--- src/rtl/anti_theft_pkg.sv ---
// ----------------------------------------------------------------------------
// anti_theft_pkg
// Shared definitions for the vehicle anti-theft controller:
//   - state_t      : alarm FSM state encodings (0..6, 7 is illegal)
//   - SEL_*        : time parameter index values for time_param_sel
//   - DEF_*        : power-on / reset values of the time parameters (seconds)
// ----------------------------------------------------------------------------
package anti_theft_pkg;

    typedef enum logic [2:0] {
        ST_ARMED      = 3'd0,
        ST_TRIGGERED  = 3'd1,
        ST_ALARM      = 3'd2,
        ST_DISARMED   = 3'd3,
        ST_WAIT_OPEN  = 3'd4,
        ST_WAIT_CLOSE = 3'd5,
        ST_ARM_DELAY  = 3'd6
    } state_t;

    localparam logic [1:0] SEL_T_ARM    = 2'd0;
    localparam logic [1:0] SEL_T_DRIVER = 2'd1;
    localparam logic [1:0] SEL_T_PASS   = 2'd2;
    localparam logic [1:0] SEL_T_ALARM  = 2'd3;

    localparam logic [3:0] DEF_T_ARM    = 4'd6;
    localparam logic [3:0] DEF_T_DRIVER = 4'd8;
    localparam logic [3:0] DEF_T_PASS   = 4'd15;
    localparam logic [3:0] DEF_T_ALARM  = 4'd10;

endpackage

--- src/rtl/anti_theft_fsm_one_hz_tick.sv ---
// ----------------------------------------------------------------------------
// one_hz_tick
// Free-running timebase: produces a one-cycle tick every CLK_HZ clocks.
// The phase can be restarted with clear so that a freshly started delay
// always gets full one-second periods.
// Ports:
//   clock  in  system clock
//   reset  in  synchronous, active-high
//   clear  in  restart the period count from zero on the next edge
//   tick   out one-cycle pulse, high during the last cycle of each period
// ----------------------------------------------------------------------------
module one_hz_tick #(
    parameter int CLK_HZ = 100_000_000
) (
    input  logic clock,
    input  logic reset,
    input  logic clear,
    output logic tick
);

    localparam int CW = (CLK_HZ > 1) ? $clog2(CLK_HZ) : 1;
    localparam logic [CW-1:0] LAST = CW'(CLK_HZ - 1);

    logic [CW-1:0] count;

    always_ff @(posedge clock) begin
        if (reset || clear) begin
            count <= '0;
        end else if (count == LAST) begin
            count <= '0;
        end else begin
            count <= count + 1'b1;
        end
    end

    assign tick = (count == LAST);

endmodule

--- src/rtl/anti_theft_fsm.sv ---
// ----------------------------------------------------------------------------
// anti_theft_fsm
// Vehicle anti-theft controller. Takes debounced, synchronous switch levels
// and drives the status LED, siren and fuel-pump enable.
// Ports:
//   clock, reset    system clock, synchronous active-high reset
//   ignition        1 = ignition on
//   door_driver     1 = driver door open
//   door_pass       1 = passenger door open
//   hidden_sw       hidden switch
//   brake           1 = brake pressed
//   reprogram       reprogram button, acts on its rising edge
//   time_param_sel  parameter to write: 0 T_ARM, 1 T_DRIVER, 2 T_PASS, 3 T_ALARM
//   time_value      new parameter value in seconds
//   status_led      status indicator (blinks while armed)
//   siren           alarm siren
//   fuel_pump       fuel pump enable
//   state_dbg       current FSM state encoding
// ----------------------------------------------------------------------------
module anti_theft_fsm
    import anti_theft_pkg::*;
#(
    parameter int CLK_HZ = 100_000_000
) (
    input  logic       clock,
    input  logic       reset,
    input  logic       ignition,
    input  logic       door_driver,
    input  logic       door_pass,
    input  logic       hidden_sw,
    input  logic       brake,
    input  logic       reprogram,
    input  logic [1:0] time_param_sel,
    input  logic [3:0] time_value,
    output logic       status_led,
    output logic       siren,
    output logic       fuel_pump,
    output logic [2:0] state_dbg
);

    state_t     state;
    state_t     state_nx;
    logic       reprogram_q;
    logic       rep_edge;
    logic [3:0] t_arm;
    logic [3:0] t_driver;
    logic [3:0] t_pass;
    logic [3:0] t_alarm;
    logic       tm_running;
    logic [3:0] tm_count;
    logic       tm_start;
    logic [3:0] tm_load;
    logic       expired;
    logic       tick;
    logic       led_nx;
    logic       siren_nx;

    assign rep_edge = reprogram & ~reprogram_q;
    assign expired  = tm_running && (tm_count == 4'd0);

    // A timer start or a reprogram restarts the one-second phase.
    one_hz_tick #(
        .CLK_HZ(CLK_HZ)
    ) u_tick (
        .clock(clock),
        .reset(reset),
        .clear(tm_start | rep_edge),
        .tick (tick)
    );

    // Stage boundary: parameter registers and reprogram edge detector
    always_ff @(posedge clock) begin
        if (reset) begin
            reprogram_q <= 1'b0;
            t_arm       <= DEF_T_ARM;
            t_driver    <= DEF_T_DRIVER;
            t_pass      <= DEF_T_PASS;
            t_alarm     <= DEF_T_ALARM;
        end else begin
            reprogram_q <= reprogram;
            if (rep_edge) begin
                case (time_param_sel)
                    SEL_T_ARM:    t_arm    <= time_value;
                    SEL_T_DRIVER: t_driver <= time_value;
                    SEL_T_PASS:   t_pass   <= time_value;
                    default:      t_alarm  <= time_value;
                endcase
            end
        end
    end

    // Stage boundary: delay timer (start wins over countdown and expiry)
    always_ff @(posedge clock) begin
        if (reset) begin
            tm_running <= 1'b0;
            tm_count   <= 4'd0;
        end else if (rep_edge) begin
            tm_running <= 1'b0;
        end else if (tm_start) begin
            tm_running <= 1'b1;
            tm_count   <= tm_load;
        end else if (tm_running && tick && (tm_count != 4'd0)) begin
            tm_count <= tm_count - 4'd1;
        end
    end

    // Next-state logic; ignition is tested ahead of doors and expiry.
    always_comb begin
        state_nx = state;
        tm_start = 1'b0;
        tm_load  = 4'd0;
        if (rep_edge) begin
            state_nx = ST_ARMED;
        end else begin
            case (state)
                ST_ARMED: begin
                    if (ignition) begin
                        state_nx = ST_DISARMED;
                    end else if (door_driver) begin
                        state_nx = ST_TRIGGERED;
                        tm_start = 1'b1;
                        tm_load  = t_driver;
                    end else if (door_pass) begin
                        state_nx = ST_TRIGGERED;
                        tm_start = 1'b1;
                        tm_load  = t_pass;
                    end
                end
                ST_TRIGGERED: begin
                    if (ignition) begin
                        state_nx = ST_DISARMED;
                    end else if (expired) begin
                        state_nx = ST_ALARM;
                        tm_start = 1'b1;
                        tm_load  = t_alarm;
                    end
                end
                ST_ALARM: begin
                    if (ignition) begin
                        state_nx = ST_DISARMED;
                    end else if (door_driver || door_pass) begin
                        // An open door keeps the siren going: reload every cycle.
                        tm_start = 1'b1;
                        tm_load  = t_alarm;
                    end else if (expired) begin
                        state_nx = ST_ARMED;
                    end
                end
                ST_DISARMED: begin
                    if (!ignition) begin
                        state_nx = ST_WAIT_OPEN;
                    end
                end
                ST_WAIT_OPEN: begin
                    if (ignition) begin
                        state_nx = ST_DISARMED;
                    end else if (door_driver) begin
                        state_nx = ST_WAIT_CLOSE;
                    end
                end
                ST_WAIT_CLOSE: begin
                    if (ignition) begin
                        state_nx = ST_DISARMED;
                    end else if (!door_driver) begin
                        state_nx = ST_ARM_DELAY;
                        tm_start = 1'b1;
                        tm_load  = t_arm;
                    end
                end
                ST_ARM_DELAY: begin
                    if (ignition) begin
                        state_nx = ST_DISARMED;
                    end else if (door_driver || door_pass) begin
                        state_nx = ST_WAIT_CLOSE;
                    end else if (expired) begin
                        state_nx = ST_ARMED;
                    end
                end
                default: begin
                    state_nx = ST_ARMED;
                end
            endcase
        end
    end

    // Outputs are computed from the next state so they register together
    // with it. The armed blink toggles only while staying in ARMED; a
    // reprogram restarts the timebase, so it never toggles on that edge.
    always_comb begin
        led_nx   = 1'b0;
        siren_nx = (state_nx == ST_ALARM);
        case (state_nx)
            ST_ARMED: begin
                if (state == ST_ARMED) begin
                    led_nx = (tick && !rep_edge) ? ~status_led : status_led;
                end
            end
            ST_TRIGGERED: led_nx = 1'b1;
            ST_ALARM:     led_nx = 1'b1;
            default:      led_nx = 1'b0;
        endcase
    end

    // Stage boundary: FSM state and registered outputs
    always_ff @(posedge clock) begin
        if (reset) begin
            state      <= ST_ARMED;
            status_led <= 1'b0;
            siren      <= 1'b0;
        end else begin
            state      <= state_nx;
            status_led <= led_nx;
            siren      <= siren_nx;
        end
    end

    // Stage boundary: fuel-pump interlock, independent of the alarm FSM
    always_ff @(posedge clock) begin
        if (reset) begin
            fuel_pump <= 1'b0;
        end else if (ignition && hidden_sw && brake) begin
            fuel_pump <= 1'b1;
        end else if (!ignition) begin
            fuel_pump <= 1'b0;
        end
    end

    assign state_dbg = state;

endmodule
--- config.mk ---
export PLATFORM = sky130hd
export DESIGN_NAME = anti_theft_fsm
export DESIGN_NICKNAME = d
export VERILOG_FILES = /design/src/rtl/anti_theft_pkg.sv /design/src/rtl/anti_theft_fsm_one_hz_tick.sv /design/src/rtl/anti_theft_fsm.sv
export SDC_FILE = /design/constraint.sdc
export NUM_CORES = 1
export LEC_CHECK = 0
export BUFFER_PORTS_ARGS = -buffer_cell sky130_fd_sc_hd__buf_4
export CAP_MARGIN = 20
export CORE_AREA = 2 2 74 76
export CTS_CLUSTER_SIZE = 28
export DETAILED_ROUTE_END_ITERATION = 7
export DIE_AREA = 0 0 76 78
export GPL_TIMING_DRIVEN = 0
export PLACE_DENSITY = 0.79
export SKIP_LAST_GASP = 1
export SLEW_MARGIN = 20
export SYNTH_ARGS = -nofsm -noshare
export SYNTH_HDL_FRONTEND = slang
export SYNTH_SLANG_ARGS = --single-unit
export TNS_END_PERCENT = 100
--- constraint.sdc ---
create_clock -name clock -period 2.1 [get_ports clock]
set_clock_uncertainty 0.05 [all_clocks]
set_input_delay 0.21 -clock clock [delete_from_list [all_inputs] [get_ports clock]]
set_output_delay 0.21 -clock clock [all_outputs]
set_load 0.01 [all_outputs]
==> results of run 1 <==
-- synthesized netlist by cell type, types with 2 or more instances --
| cell type | count |
|---|---|
| o21ai_0 | 5 |
| and4_1 | 3 |
| nand2_1 | 20 |
| ha_1 | 3 |
| inv_1 | 9 |
| or2_2 | 3 |
| nand4_1 | 9 |
| nand3_1 | 8 |
| a311oi_1 | 2 |
| nand2b_1 | 4 |
| a21oi_1 | 5 |
| xor2_1 | 5 |
| and3_1 | 7 |
| nor2b_1 | 6 |
| nor2_1 | 48 |
| xnor2_1 | 20 |
| or3_1 | 4 |
| nor3_1 | 15 |
| nor4_1 | 10 |
| clkbuf_1 | 10 |
| dfxtp_1 | 55 |
| mux2i_1 | 20 |
| o2bb2ai_1 | 4 |
| a211oi_1 | 5 |
| nor3b_1 | 4 |
| buf_2 | 3 |
| nor4bb_1 | 4 |
| o211ai_1 | 2 |
-- state kept, by name (all words and copies together), names as in the netlist --
| signal | flops |
|---|---|
| t_pass | 4 |
| fuel_pump | 1 |
| t_arm | 4 |
| t_alarm | 4 |
| t_driver | 4 |
| status_led | 1 |
| u_tick.count | 27 |
| siren | 1 |
| reprogram_q | 1 |
| state_dbg | 3 |
| tm_count | 4 |
| tm_running | 1 |
-- kinds of logic (layout without fill, tap and decap cells) --
kind of cell             count (synthesis)  after routing  share of synthesized area [%]
buffers and inverters                   24             67                           3.49
adder cells (fa/ha/maj)                  3              3                           1.40
XOR/XNOR                                25             25                           8.14
multiplexers                            20             20                           7.45
AO/OA/AOI/OAI                           31             31                           8.38
AND/OR/NAND/NOR                        153            153                           30.2
flip-flops                              55             55                           40.9
-- power breakdown --
group | switching [W] | internal (W) | total, W | leakage (nW)
Combinational | 0.000135 | 0.000125 | 0.000260 | 0.652
Sequential | 0.0000325 | 0.00107 | 0.00110 | 0.449
Clock | 0.000325 | 0.000350 | 0.000675 | 0.0513
Total | 0.000493 | 0.00154 | 0.00204 | 1.15
-- per-stage QoR --
stage | power [W] | util [%] | instances
3_3_place_gp | 0.00133 | 58.2 | 398
3_5_place_dp | 0.00134 | 58.2 | 398
6_report | 0.00204 | 65.1 | 424
4_1_cts | 0.00202 | 62.4 | 412
5_1_grt | 0.00212 | 65.1 | 424
2_1_floorplan | 0.00126 | - | 311
-- placed cells by master, fill, tap and decap left out, drive strengths merged, types with 10 or more instances in the layout --
| master | count |
|---|---|
| dfxtp | 55 |
| nor3 | 15 |
| nor2 | 48 |
| clkbuf | 13 |
| mux2i | 20 |
| nor4 | 10 |
| nand2 | 20 |
| buf | 43 |
| xnor2 | 20 |
-- final timing paths --
kind | startpoint | endpoint | cells after the start
setup / recovery | u_tick.count[0] | tm_count[2] | 7
hold / removal | reprogram | reprogram_q | 2
setup reg to reg | u_tick.count[0] | tm_count[2] | 7
hold reg to reg | tm_running | tm_running | 2
-- critical path, stage by stage (launching register included) --
cell and delay, ns:
dfxtp_4 0.37, ha_4 0.13, nand4_1 0.12, or3_4 0.43, or4_4 0.50, buf_4 0.16, o21ai_0 0.25, a311oi_2 0.13
-- per-layer routing --
| layer | GRT usage, % | vias up | wire, um |
|---|---|---|---|
| met5 | 0 | - | 0 |
| met4 | 8.91 | 0 | 136 |
| met3 | 5.12 | 14 | 341 |
| met2 | 38.8 | 73 | 3230 |
| met1 | 25.1 | 1148 | 2790 |
| li1 | - | 1182 | - |
-- final cells by class --
| cell class | count | area (um2) | area share (%) |
|---|---|---|---|
| Sequential cell | 55 | 1110 | 33.9 |
| Clock inverter | 1 | 30.0 | 0.915 |
| Buffer | 11 | 55.1 | 1.68 |
| Multi-Input combinational cell | 232 | 1600 | 48.6 |
| Inverter | 10 | 37.5 | 1.14 |
| Clock buffer | 6 | 72.6 | 2.21 |
| Timing Repair Buffer | 39 | 290 | 8.84 |
| Tap cell | 70 | 87.6 | 2.67 |
-- repair_timing --
| item | in CTS | in global routing |
|---|---|---|
| hold buffers | 0 | 0 |
| setup endpoints to repair | 31 | 31 |
| gates cloned | 1 | 0 |
| pin swaps | 4 | 7 |
| resized for setup | 9 | 16 |
| buffers inserted | 8 | 13 |
==> impl_metrics.toml, run 1 <==
[logic_synthesis]
synth_cells = 311
yosys.area.top_type_share_pct = 40.9
synth-edff-count = 0
async_flop_share_pct = 0
synthDistinctLibCells = 46
yosys.area.top_type = "dfxtp_1"
syn-num-nets = 328
synth_seq_area_share_pct = 40.9
avgSynthCellArea_um2 = 8.65
synth_seq_cells = 55
synth.area.top_cells = "dfxtp_1 (41%), mux2i_1 (7.4%), nor2_1 (6.7%), xnor2_1 (6.5%), nand2_1 (2.8%)"
yosysWarnings = 0
synth_ff_type = "dfxtp_1"
netlist_area_um2 = 2690

[floorplan]
die_y_um = 78
num_rows = 26
num_io_pins = 20
dieArea_um2 = 5930
die_w_um = 76
coreArea_um2 = 5040
start_util_pct = 53.3

[placed_design]
placed_area_um2 = 2940
gp_congestion = 0.856
dp_hpwl_um = 4300
io_buffers = 17
place_worst_setup_slack_ns = -0.340

[routing]
viasPerCell = 5.70
routed_wl_um = 6490
dr.pass1.iters = 5
route.detailed.drc = 0
drt_iter0_drc = 238
dr_total_vias = 2417
ant_nets = 0
wire_per_inst_um = 15.3

[finish]
final_area_um2 = 3280
diodes = 0
area_growth_pct = 22.1
nFillCells = 404
final_layout_size_suffix_gt1_share_pct = 21.2
nNetsFinal = 371

[sta]
setup_violations = 4
fmax_mhz = 444
whs_ns = 0.0843
hold_violations = 0
slew_viol_final = 0
tightest_slew_ns = 0.843
fin_crit_ns = 2.25
setup_tns_ns = -0.405
timing.final.crit_share_pct = 107
rsz0062_at_grt = "yes"
timing.final.ws_setup_ns = -0.152
relSlewSlack_pct = 43.4

[cts]
cts-root-buf = "clkbuf_8"
tritoncts = "built"
clk_path_buf_depth = 2
clkTransAtPathRegs_ns = 0.10
clock_latency_ns = 0.31
cts.sinks = 55
htreeDepth = 2
cts_buffers = 5

[power]
power_density_nw_per_um2 = 621
power_leakage_nw = 1.15
ir_drop_mv = 0.344

[global_route]
antenna_found_initial = 0
grt_max_degree = 16
grt_usage_pct = 21.7
grt_overflow = 0
grt_pass1_wl_um = 10500
grt_pass1_vias = 2355

[outcome]
status = "complete, but fails checks"
violations = "negative setup slack"

[run]
drv_cap = 0

[setup_path]
worstSetupStartpointType = "flop"
end_kind = "flop"
critPathRequiredTime_ns = 2.23
cp.arrival_ns = 2.39
r2r_slack_ns = -0.15
critPathKind = "reg -> reg"
critPathMaxFanout = 3

[worst_hold_path]
hold_path_class = "in -> reg"
(Power assumes the default switching activity.)
==> inputs of run 2 (changes only) <==
--- a/config.mk
+++ b/config.mk
@@ -7,12 +7,14 @@
 export LEC_CHECK = 0
 export BUFFER_PORTS_ARGS = -buffer_cell sky130_fd_sc_hd__buf_4
 export CAP_MARGIN = 20
-export CORE_AREA = 2 2 74 76
+export CELL_PAD_IN_SITES_DETAIL_PLACEMENT = 1
+export CELL_PAD_IN_SITES_GLOBAL_PLACEMENT = 1
+export CORE_AREA = 2 2 84 86
 export CTS_CLUSTER_SIZE = 28
 export DETAILED_ROUTE_END_ITERATION = 7
-export DIE_AREA = 0 0 76 78
+export DIE_AREA = 0 0 86 88
 export GPL_TIMING_DRIVEN = 0
-export PLACE_DENSITY = 0.79
+export PLACE_DENSITY_LB_ADDON = 0.1
 export SKIP_LAST_GASP = 1
 export SLEW_MARGIN = 20
 export SYNTH_ARGS = -nofsm -noshare
==> run 2 against run 1 <==
Effect of this change: the run still ends with negative setup slack left; sequential power barely moved; hold slack got worse by 0.0039 ns; first-iteration DRC count fell by 70%; final cell count rose by 1.9%; worst setup slack improved by 0.085 ns; clock power fell by 12%; die area rose by 28%; maximum frequency rose by 3.9%; power fell by 3.7%; register-to-register slack improved by 0.08 ns; count of clock-buffer cells in the layout fell by 1; global-route usage fell by 2.7 points.
==> impl_metrics.toml, run 2 (synthesized netlist as in run 1, its figures left out) <==
[outcome]
status = "complete, but fails checks"
violations = "negative setup slack"

[sta]
hold_violations = 0
rsz0062_at_grt = "yes"
tightest_slew_ns = 0.798
fmax_mhz = 461
timing.final.ws_setup_ns = -0.0678
setup_violations = 2
slew_viol_final = 0
fin_crit_ns = 2.17
timing.final.crit_share_pct = 103
setup_tns_ns = -0.0925
relSlewSlack_pct = 46.7

[worst_hold_path]
hold_path.startpoint = "reprogram"
holdPathEnd = "reprogram_q"
hold_path_class = "in -> reg"
hold_depth = 2

[finish]
nFillCells = 805
largest_register_ffs = 27
layout_commonest_cell = "nor2_1"
utilization_pct = 49.3
final_layout_size_suffix_gt1_share_pct = 23.0
final_area_um2 = 3280
area_growth_pct = 21.9
fin_cells = 432
layout_common_cells = "nor2_1 (48), dfxtp_1 (45), buf_4 (36)"
diodes = 0
largest-register = "u_tick.count"
nNetsFinal = 368

[routing]
drt_iter0_drc = 71
wire_per_inst_um = 16.1
routed_wl_um = 6940
route.detailed.drc = 0
dr.pass1.iters = 4
ant_nets = 0
dr_total_vias = 2349
viasPerCell = 5.44

[setup_path]
cp_num_buf_inv = 0
critPathKind = "reg -> reg"
critPathMaxFanout = 3
regToRegStartpoint = "u_tick.count[0]"
path_delay_family = "simple AND/OR/NAND/NOR gates"
worstSetupStartpointType = "flop"
r2r_cells = 6
critical_path.slowest_cell = "or4_4"
cp.arrival_ns = 2.33
end_kind = "flop"
critPathRequiredTime_ns = 2.27
path_cells = "ha_4 -> nand4_1 -> or3_4 -> or4_4 -> or3_1 -> a311oi_1"
slowest_delay_ns = 0.52
r2r_slack_ns = -0.07
reg2reg_to = "tm_count[2]"

[power]
ir_drop_mv = 0.296
power_leakage_nw = 1.14
power_density_nw_per_um2 = 599

[floorplan]
num_rows = 30
die_y_um = 88
num_io_pins = 20
coreArea_um2 = 6640
start_util_pct = 40.5
dieArea_um2 = 7570
die_w_um = 86

[global_route]
grt_overflow = 0
antenna_found_initial = 0
grt_max_degree = 18
grt_usage_pct = 19.1
grt_pass1_vias = 2345
grt_pass1_wl_um = 11500

[run]
drv_cap = 0

[cts]
tritoncts = "built"
clkTransAtPathRegs_ns = 0.10
cts_buffers = 5
cts-root-buf = "clkbuf_8"
clock_latency_ns = 0.31
cts.sinks = 55
clk_path_buf_depth = 2
cts_hold_buffers = 0
htreeDepth = 2

[placed_design]
placed_area_um2 = 2950
io_buffers = 17
place_worst_setup_slack_ns = -0.415
gp_congestion = 0.785
dp_hpwl_um = 4850
dp_cells = 408
==> run 2: changes by cell type in the layout (fill, tap and decap cells not counted), moves of 2 or more <==
cell	before	now
inv_2	0	2
clkinv_2	0	2
buf_6	0	3
dfxtp_2	3	8
inv_1	9	7
buf_4	41	36
dfxtp_1	50	45
==> run 2: what timing repair did <==
item,in CTS,in global routing
pin swaps,5,10
resized for setup,13,25
cloned,2,0
setup endpoints to repair,35,32
setup buffers,8,9
==> run 2: worst max path at each step <==
stage / depth (start not counted) / to / from / slack (ns)
finish: 6 / tm_count[2] / u_tick.count[0] / -0.07
global route: 6 / tm_count[2] / u_tick.count[0] / -0.16
CTS: 6 / tm_count[2] / u_tick.count[0] / -0.11
detailed placement: 8 / u_tick.count[11] / tm_count[0] / -0.42
global placement: 8 / u_tick.count[10] / tm_count[0] / -0.43
floorplan: 6 / tm_count[2] / u_tick.count[1] / -0.01
==> run 2: where the power goes <==
| group | internal, W | switching [W] | total, W |
|---|---|---|---|
| registers | 0.00107 | 0.0000321 | 0.00110 |
| clock network | 0.000236 | 0.000358 | 0.000594 |
| logic | 0.000131 | 0.000135 | 0.000266 |
==> run 2: final cells by class <==
cell class,count,area [um2],share of cell area [%]
Sequential cell,55,1120,34.1
Multi-Input combinational cell,232,1600,48.7
Inverter,10,37.5,1.15
Clock buffer,5,68.8,2.10
Timing Repair Buffer,36,282,8.59
Clock inverter,3,18.8,0.573
Buffer,11,55.1,1.68
Tap cell,80,100,3.05
==> run 2: per-layer routing <==
layer	global-route usage (%)	part of all wire, %
met1	24.7	47
met2	33.8	49
met3	2.92	2.7
met4	3.90	1.2
met5	0	0
==> run 2: through the flow <==
step | hold slack (ns) | power [W]
2_1_floorplan | 0.285 | 0.00126
6_report | 0.0804 | 0.00196
3_5_place_dp | 0.379 | 0.00134
5_1_grt | 0.0730 | 0.00206
3_3_place_gp | 0.372 | 0.00134
4_1_cts | 0.0760 | 0.00196
